[src/rtl/clock_pkg.sv]
// clock_pkg: shared types and helpers for the chess clock setup sequencer.
//   state_t     - sequencer states (EDIT, LOAD, RUN, PAUSED)
//   bcd_t       - one 4-bit BCD preset digit
//   TENS_MAX    - highest legal tens-of-minutes/seconds digit
//   UNITS_MAX   - highest legal units digit
//   digit_max() - upper limit of the digit at a given index (even = tens)
//   bcd_inc()   - modular increment of a digit within its limit
package clock_pkg;

  typedef enum logic [1:0] {
    ST_EDIT   = 2'd0,
    ST_LOAD   = 2'd1,
    ST_RUN    = 2'd2,
    ST_PAUSED = 2'd3
  } state_t;

  typedef logic [3:0] bcd_t;

  localparam bcd_t TENS_MAX  = 4'd5;
  localparam bcd_t UNITS_MAX = 4'd9;

  function automatic bcd_t digit_max(input logic [2:0] idx);
    return idx[0] ? UNITS_MAX : TENS_MAX;
  endfunction

  // ">=" rather than "==" so a digit can never get stuck above its limit.
  function automatic bcd_t bcd_inc(input bcd_t d, input logic [2:0] idx);
    return (d >= digit_max(idx)) ? 4'd0 : d + 4'd1;
  endfunction

endpackage

[src/rtl/clock_setup_ctrl_btn_edge.sv]
// btn_edge: CE-qualified rising-edge detector for one debounced button.
//   i_clk  - system clock
//   i_clr  - asynchronous active-high clear (previous-level register -> 0)
//   i_ce   - tick enable; the previous level is sampled only on CE ticks
//   i_btn  - debounced button level
//   o_edge - high for the CE tick on which the button is seen rising
module btn_edge (
  input  logic i_clk,
  input  logic i_clr,
  input  logic i_ce,
  input  logic i_btn,
  output logic o_edge
);

  logic r_prev;

  always_ff @(posedge i_clk or posedge i_clr) begin
    if (i_clr) begin
      r_prev <= 1'b0;
    end else if (i_ce) begin
      r_prev <= i_btn;
    end
  end

  // Clearing r_prev makes a button held through reset count as one edge.
  assign o_edge = i_ce & i_btn & ~r_prev;

endmodule

[src/rtl/clock_setup_ctrl.sv]
// clock_setup_ctrl: preset editor and run/pause sequencer for the chess clock.
//   CLK        - system clock
//   CLR        - asynchronous active-high reset
//   CE         - tick enable for all non-reset state
//   BTN_NEXT   - rising edge moves the edit cursor (wraps 7 -> 0)
//   BTN_INC    - rising edge increments the digit under the cursor
//   BTN_START  - rising edge starts (via LOAD) or resumes
//   BTN_PAUSE  - rising edge pauses a running clock
//   O_D        - eight BCD preset digits, digit k on [4k-1:4k-4]
//   O_SEL      - cursor index (0 = digit 1)
//   O_IMPULSE  - one-tick load strobe for the timer loader
//   O_STOP     - 1 = timers held/loadable, 0 = running
//   O_RUN      - 1 while running
module clock_setup_ctrl
  import clock_pkg::*;
#(
  parameter int DEF_MT = 0,
  parameter int DEF_MU = 5,
  parameter int DEF_ST = 0,
  parameter int DEF_SU = 0
) (
  input  logic        CLK,
  input  logic        CLR,
  input  logic        CE,
  input  logic        BTN_NEXT,
  input  logic        BTN_INC,
  input  logic        BTN_START,
  input  logic        BTN_PAUSE,
  output logic [31:0] O_D,
  output logic [2:0]  O_SEL,
  output logic        O_IMPULSE,
  output logic        O_STOP,
  output logic        O_RUN
);

  // Per-player pattern MM:SS, repeated for A (digits 1-4) and B (5-8).
  localparam bcd_t DEF_DIGIT [4] = '{bcd_t'(DEF_MT), bcd_t'(DEF_MU),
                                     bcd_t'(DEF_ST), bcd_t'(DEF_SU)};

  state_t     r_state;
  state_t     w_state_next;
  bcd_t       r_digits [8];
  logic [2:0] r_sel;

  logic w_next_edge;
  logic w_inc_edge;
  logic w_start_edge;
  logic w_pause_edge;
  logic w_presets_valid;

  btn_edge u_edge_next  (.i_clk(CLK), .i_clr(CLR), .i_ce(CE), .i_btn(BTN_NEXT),  .o_edge(w_next_edge));
  btn_edge u_edge_inc   (.i_clk(CLK), .i_clr(CLR), .i_ce(CE), .i_btn(BTN_INC),   .o_edge(w_inc_edge));
  btn_edge u_edge_start (.i_clk(CLK), .i_clr(CLR), .i_ce(CE), .i_btn(BTN_START), .o_edge(w_start_edge));
  btn_edge u_edge_pause (.i_clk(CLK), .i_clr(CLR), .i_ce(CE), .i_btn(BTN_PAUSE), .o_edge(w_pause_edge));

  // A zero preset for either player would flag the game over instantly.
  assign w_presets_valid =
    ((r_digits[0] | r_digits[1] | r_digits[2] | r_digits[3]) != 4'd0) &&
    ((r_digits[4] | r_digits[5] | r_digits[6] | r_digits[7]) != 4'd0);

  always_comb begin
    w_state_next = r_state;
    case (r_state)
      ST_EDIT: begin
        if (w_start_edge && w_presets_valid) begin
          w_state_next = ST_LOAD;
        end
      end
      ST_LOAD: begin
        w_state_next = ST_RUN;
      end
      ST_RUN: begin
        if (w_pause_edge) begin
          w_state_next = ST_PAUSED;
        end
      end
      ST_PAUSED: begin
        if (w_start_edge) begin
          w_state_next = ST_RUN;
        end else if (w_next_edge || w_inc_edge) begin
          w_state_next = ST_EDIT;
        end
      end
      default: w_state_next = ST_EDIT;
    endcase
  end

  always_ff @(posedge CLK or posedge CLR) begin
    if (CLR) begin
      r_state <= ST_EDIT;
    end else if (CE) begin
      r_state <= w_state_next;
    end
  end

  // Editing happens only in EDIT. A START edge (even a rejected one) takes
  // the tick, so a coincident NEXT/INC is dropped. Edges are already CE-gated.
  always_ff @(posedge CLK or posedge CLR) begin
    if (CLR) begin
      r_sel <= 3'd0;
      for (int i = 0; i < 8; i++) begin
        r_digits[i] <= DEF_DIGIT[2'(i)];
      end
    end else if (r_state == ST_EDIT && !w_start_edge) begin
      if (w_next_edge) begin
        r_sel <= r_sel + 3'd1;
      end else if (w_inc_edge) begin
        r_digits[r_sel] <= bcd_inc(r_digits[r_sel], r_sel);
      end
    end
  end

  for (genvar gi = 0; gi < 8; gi++) begin : g_pack
    assign O_D[4*gi+3 -: 4] = r_digits[gi];
  end

  // Outputs are decodes of the state register, so they clear with CLR.
  assign O_SEL     = r_sel;
  assign O_IMPULSE = (r_state == ST_LOAD);
  assign O_STOP    = (r_state != ST_RUN);
  assign O_RUN     = (r_state == ST_RUN);

endmodule

[config.mk]
export PLATFORM = sky130hd
export DESIGN_NAME = clock_setup_ctrl
export DESIGN_NICKNAME = d
export VERILOG_FILES = /design/src/rtl/clock_pkg.sv /design/src/rtl/clock_setup_ctrl_btn_edge.sv /design/src/rtl/clock_setup_ctrl.sv
export SDC_FILE = /design/constraint.sdc
export NUM_CORES = 1
export LEC_CHECK = 0
export ABC_AREA = 1
export CAP_MARGIN = 0
export CORE_MARGIN = 2
export CORE_UTILIZATION = 55
export CTS_CLUSTER_SIZE = 40
export DETAILED_ROUTE_END_ITERATION = 12
export PLACE_DENSITY = 0.94
export SETUP_SLACK_MARGIN = 0.1
export SKIP_LAST_GASP = 1
export SYNTH_ARGS = -nofsm -noshare
export SYNTH_HDL_FRONTEND = slang
export SYNTH_SLANG_ARGS = --single-unit
[constraint.sdc]
create_clock -name CLK -period 4.7 [get_ports CLK]
set_clock_uncertainty 0.2 [all_clocks]
set_input_delay 0.47 -clock CLK [delete_from_list [all_inputs] [get_ports CLK]]
set_output_delay 0.47 -clock CLK [all_outputs]
set_load 0.005 [all_outputs]
Word level (Yosys, flattened, before mapping)
Cells that the tools add are included.

cells by class
  muxes and demuxes = 13
  reduce and logical (&&, ||, !) cells = 12
  eq/ne operators = 7
  magnitude comparators = 3
  $add $sub $neg = 2
  bitwise gates (word level) = 20

operators with widths
  cell                                                                           count
  32-bit bitwise mux                                                             1
  4-bit OR                                                                       6
  4-bit 2-to-1 mux                                                               5
  4-bit binary-select mux with 3-bit select                                      1
  4-bit demux with 3-bit select                                                  1
  1-bit AND                                                                      8
  2-bit 2-to-1 mux                                                               4
  2-bit one-hot mux with 4 select lines                                          1
  4-bit nonzero test                                                             2
  1-bit NOT                                                                      5
  4-bit by 1-bit adder with 4-bit output (second input constant)                 1
  2-bit equality test (second input constant)                                    2
  4-bit >= comparator                                                            1
  4-bit >= comparator (second input constant)                                    1
  1-bit logical AND                                                              4
  4-bit by 1-bit less-than comparator with 1-bit output (second input constant)  1
  2-bit inequality test (second input constant)                                  2
  3-bit NOT with 4-bit output                                                    1
  4-bit AND reduction                                                            1
  3-bit by 1-bit adder with 3-bit output (second input constant)                 1
  3-bit inequality test (second input constant)                                  1
  3-bit AND reduction                                                            1
  2-bit by 1-bit equality test with 1-bit output (second input constant)         1
  2-bit logical NOT                                                              1
  4 further kinds                                                                4

word-level totals
  register bits after elaboration = 41
  output and inout bits = 38
  logic and storage cells = 71
  input bits = 7

Logic depth before layout (Yosys ltp)
  depth after elaboration = 8
  mapped depth = 17
  mapped depth without buffers = 14

Hierarchy
Synthesis repeated with hierarchy kept, for this count alone.

unflattened totals
  cells, all modules = 328
  area, all modules = 2,444.8 µm²

modules (own cells, without submodules)
  module            sequential area each (µm²)  times used  cells each  area an instance (µm²)
  clock_setup_ctrl  930.9                       1           300         2,244.7
  btn_edge          25.0                        4           7           50.0

Least setup slack after synthesis
Ideal clock, no wire load.

  path kind = register -> register
  from = register r_sel[0] (netlist: O_SEL[0])
  to = register r_digits (netlist bit O_D[20])
  path buffers = 3
  clock period less this slack = 2.473 ns
  path slack = 2.227 ns
  data required time = 4.428 ns
  data arrival time = 2.200 ns
  stages on the path, launching flop included = 17
  setup time = 0.072 ns
  cells stage by stage = dfrtp_1 buf_6 inv_4 buf_6 nand2_1 nand2_1 nand2_1 nand2_1 nand2_1 nand2_1 ha_1 a21oi_1 o21ai_0 a31oi_1 buf_2 nand2_1 o21ai_1

between the ends
  longest elaborated chain between the ends = 7
  elaborated cells on any way between the ends = 14
  those cells by class = 1 x add/sub; 3 x order compare; 8 x mux; 1 x bitwise; 1 x reduce/logical

RTL lines
  element                                                                               RTL line                 text
  start, declared                                                                       clock_setup_ctrl.sv:43   logic [2:0] r_sel;
  start signal, assigned                                                                clock_setup_ctrl.sv:106  r_sel <= r_sel + 3'd1;
  3-bit NOT with 4-bit output (implied by the code)                                     clock_setup_ctrl.sv:108  r_digits[r_sel] <= bcd_inc(r_digits[r_sel], r_sel);
  4-bit binary-select mux with 3-bit select                                             clock_setup_ctrl.sv:108
  4-bit 2-to-1 mux (implied by the code) (2 in series)                                  clock_setup_ctrl.sv:108
  4-bit by 1-bit adder with 4-bit output / 4-bit >= comparator (equally long branches)  clock_pkg.sv:28          return (d >= digit_max(idx)) ? 4'd0 : d + 4'd1;
  4-bit 2-to-1 mux                                                                      clock_pkg.sv:28
  32-bit bitwise mux *                                                                  clock_setup_ctrl.sv:108
  end signal, assigned by index                                                         clock_setup_ctrl.sv:102  r_digits[i] <= DEF_DIGIT[2'(i)];
  end signal, assigned by index                                                         clock_setup_ctrl.sv:108
  end, declared                                                                         clock_setup_ctrl.sv:42   bcd_t r_digits [8];

Mark *: on every way between the ends. The rest lies on a longest branch, timed or not. The select of a mux whose other input is x is not followed.
A chain may end at the register's enable or synchronous reset.

Worst setup path after layout
  from = register r_sel[0] (netlist: O_SEL[0])
  to = register r_digits (netlist bit O_D[12])

The elaborated chain is that of the path after synthesis.

==> reports/summary.log <==
INFO  power_and_ir_drop switching_share=0.4757
INFO  timing         timing_hold_violations_final=0
INFO  power_and_ir_drop p_sw=0.9524mW
INFO  logic_synthesis synthMostInstantiatedCell=sky130_fd_sc_hd__nand2_1
INFO  global_routing overflow=0
INFO  clock_network  tritoncts.num_buffers=5
INFO  logic_synthesis number_of_enable_type_register_cells_in_the_synthesized_netlist=0
INFO  timing         setup_violations=0
INFO  layout         fillers=313
INFO  logic_synthesis synth-seq-area-share=0.4134
INFO  critical_path  r2r_end=O_D[12]
INFO  detailed_routing drtPass1Iterations=4
INFO  placed_design  place_worst_setup_slack=1331ps
INFO  detailed_routing wl_per_cell=14.29um
INFO  timing         setup_slack=1253ps
INFO  detailed_routing drc=0
INFO  worst_hold_path hold_class=reg -> reg
INFO  timing         tightestPinTransition=657.6ps
INFO  critical_path  path_common_cell=sky130_fd_sc_hd__nand2_1
INFO  outcome        outcome=complete, no violations
INFO  layout         ff_latch_area=1031um2
INFO  die            die_width=71.34um
INFO  logic_synthesis synth_top_family_by_area=simple AND/OR/NAND/NOR gates
INFO  placed_design  numPortBuffers=44
INFO  global_routing grt_pass1_wl=10.14mm
INFO  critical_path  r2r_slack=1250ps
INFO  worst_hold_path timing.hold.worst_endpoint=O_D[20]
INFO  critical_path  critPathRequiredTime=4720ps
INFO  logic_synthesis syn_area=2494um2
INFO  critical_path  worst_r2r_path_depth=14
INFO  critical_path  crit_fanout=17
INFO  power_and_ir_drop share_clk_of_total_power=0.119
INFO  logic_synthesis ys_top_cells_by_count=sky130_fd_sc_hd__nand2_1 (110), sky130_fd_sc_hd__inv_1 (43), sky130_fd_sc_hd__dfrtp_1 (37)
INFO  global_routing largest_net_degree_at_the_start_of_global_routing=42
INFO  logic_synthesis synth_top_area_frac=0.3713
INFO  logic_synthesis yosys_register_bits=41
INFO  layout         area.growth.synth_to_final=22.03%
INFO  global_routing grt.met2_usage=0.4218
INFO  critical_path  worstPathArrival=3460ps
INFO  die            num_io_pins=45
INFO  timing         timing.setup.tns=0ps
INFO  clock_network  clk_pin_slew_worst_paths=70ps
INFO  logic_synthesis synth_xor_area_frac=0.007025
INFO  clock_network  clockBufferDepth=2
INFO  logic_synthesis synth_largest_area_cell=sky130_fd_sc_hd__dfrtp_1
INFO  logic_synthesis synth-main-ff-cell=sky130_fd_sc_hd__dfrtp_1
INFO  die            start_util=0.5727
INFO  logic_synthesis post_synth_inst_count=329
INFO  timing         drv_slew=0
INFO  critical_path  crit_chain=buf_4 > nand2_1 > nand2_1 > nand2_1 > nand2_1 > nand2_1 > nand2_1 > ha_1 > a21oi_1 > o21ai_0 > a31oi_1 > buf_4 > nand2_1 > o21ai_1
INFO  detailed_routing detail-route-antenna-nets=0
INFO  critical_path  slowest_stage=sky130_fd_sc_hd__dfrtp_1
INFO  power_and_ir_drop powerDensity=658.0nW/um2
INFO  global_routing grtUsageTotal=0.2546
INFO  timing         timing.max_slew.rel_slack=0.5595
INFO  clock_network  tritoncts_num_sinks=41
INFO  clock_network  clock_tree_from_tritoncts=done
INFO  detailed_routing avgViaCountPerCell=5.537
INFO  logic_synthesis synthArstFlopShare=1.000
INFO  detailed_routing drt_first_iter_violations=183
INFO  die            fp.dieArea=5089um2
INFO  power_and_ir_drop p_seq_frac=0.300
INFO  detailed_routing via_count=2370
INFO  global_routing global_route.usage.met3=0.05204
INFO  critical_path  setup.worst_path.end_class=flop
INFO  critical_path  reg2reg_from=O_SEL[0]
INFO  worst_hold_path whs_path_depth=2
INFO  timing         fmaxAchievable=0.2901GHz
INFO  detailed_routing detail_route.wirelength=6.118mm
INFO  clock_network  ctsRootBufferMaster=sky130_fd_sc_hd__clkbuf_8
INFO  power_and_ir_drop intPower=1.050mW
INFO  placed_design  place.gp.congestion=0.9061
INFO  logic_synthesis syn_nets=342
INFO  logic_synthesis avgSynthCellArea=7.579um2
INFO  timing         timing.final.crit_share=0.7334
INFO  placed_design  dpl.hpwl=4.518mm
INFO  layout         final_util=0.6989
INFO  clock_network  cts.repair.resized=0
INFO  power_and_ir_drop share_comb_of_total_power=0.581
INFO  global_routing grt-busiest-layer=met2
INFO  timing         layout_min_cycle_time=3447ps
INFO  power_and_ir_drop ir_drop=0.3753mV
INFO  run            timing.max_cap.violations=0
INFO  worst_hold_path timing.hold.worst.start=O_D[20]
INFO  clock_network  insertion_delay=300ps
INFO  logic_synthesis synth.top_cells.by_area=sky130_fd_sc_hd__dfrtp_1 (37%), sky130_fd_sc_hd__nand2_1 (17%), sky130_fd_sc_hd__inv_1 (6.5%)
INFO  logic_synthesis yosys.area_share.simple=0.3387
INFO  layout         proportion_of_layout_cells_with_a_drive_suffix_above_1=0.1543
INFO  global_routing globalRouteMet1Util=0.3293
INFO  die            placement_rows=24
INFO  critical_path  crit_path_largest_cell_delay=690ps
INFO  logic_synthesis synth_adder_area_share=0.03011
INFO  clock_network  post_cts_setup_repair_buffer_count=0
INFO  clock_network  htree_num_levels=2
INFO  die            die_height=71.34um
INFO  critical_path  critPathKind=reg -> reg
INFO  layout         num_antenna_cells=0
INFO  logic_synthesis synth-compound-area-share=0.09834
INFO  power_and_ir_drop leakagePower=1.461nW
INFO  layout         nets=388
INFO  critical_path  cp-start-kind=flop
INFO  clock_network  post_cts_hold_buffer_count=0
INFO  global_routing antenna_found_initial=0
INFO  timing         rsz0062_at_grt=no
INFO  logic_synthesis share_of_cell_area_taken_by_muxes_after_synthesis=0
INFO  logic_synthesis synth_warnings=0
INFO  die            core=4354um2
INFO  layout         area_occupied_by_multi_input_gates=1182um2
INFO  global_routing vias_in_the_first_global_route=2188
INFO  logic_synthesis yosys.cell_types.count=32
## sequential cells by signal, indices dropped and copies added, names as in the netlist
name and count:
u_edge_inc.r_prev 1, u_edge_start.r_prev 1, O_SEL 3, r_state 2
u_edge_pause.r_prev 1, u_edge_next.r_prev 1, O_D 32
## routing by layer
| metal | routed length, um | vias up |
|---|---|---|
| met5 | 0 | - |
| met4 | 135 | 0 |
| met3 | 409 | 17 |
| met2 | 2961 | 96 |
| met1 | 2612 | 1131 |
| li1 | - | 1126 |
## through the flow
| step | area, um2 | hold WS (ps) | std cells | power (mW) |
|---|---|---|---|---|
| 2_1_floorplan | 2494 | 263.8 | 329 | 1.357 |
| 3_3_place_gp | 2953 | 271.9 | 420 | 1.699 |
| 3_5_place_dp | 2953 | 285.1 | 420 | 1.747 |
| 4_1_cts | 3043 | 296.0 | 428 | 1.992 |
| 5_1_grt | 3043 | 322.6 | 428 | 2.150 |
| 6_report | 3043 | 296.6 | 428 | 2.002 |
## placed cells by master, fill, tap and decap left out, drive strengths merged
cell type,n
nand2,114
inv,55
clkdlybuf4s50,44
dfrtp,37
o21ai,37
nor2,21
nand3,16
nand4,13
nor3,8
clkbuf,8
ha,6
dfstp,4
a21oi,3
buf,3
xor2,2
or2,2
a31oi,1
and2,1
a41oi,1
## kinds of logic after synthesis
group	Yosys count
adder cells (fa/ha/maj)	6
XOR/XNOR	2
AND/OR/NAND/NOR	175
AO/OA/AOI/OAI	42
flip-flops	41
buffers and inverters	63
## critical path: cells and delay by family (launching register included)
| family | cells | cell delay, ps |
|---|---|---|
| buffers and inverters | 2 | 580 |
| DFF | 1 | 690 |
| adders and majority gates | 1 | 280 |
| and+or+nand+nor | 7 | 640 |
| AOI/OAI and AO/OA | 4 | 980 |
## power by group through the flow
stage               clock [mW]  sequential, mW  combinational, mW
global placement             0           0.598               1.10
CTS                      0.240           0.597               1.16
floorplan                    0           0.562              0.794
finish                   0.238           0.601               1.16
global route             0.257           0.615               1.28
detailed placement           0           0.602               1.15
## how the worst max path moves through the flow
stage,from,to,slack (ps),cells past startpoint
after floorplan,O_SEL[0],O_D[20],2230,16
after global placement,O_SEL[0],O_D[4],1510,14
after detailed placement,O_SEL[0],O_D[28],1330,14
after CTS,O_SEL[0],O_D[12],1320,14
after global routing,O_SEL[0],O_D[28],980,14
final,O_SEL[0],O_D[12],1250,14
## final cells by class
class | instances | share of cell area
flip-flops and latches | 41 | 0.3388
well taps | 52 | 0.02138
clock buffers | 8 | 0.02961
inverters | 55 | 0.06949
multi-input cells | 225 | 0.3886
repair buffers | 47 | 0.1521
No activity file was read; power rests on OpenSTA's default activity.
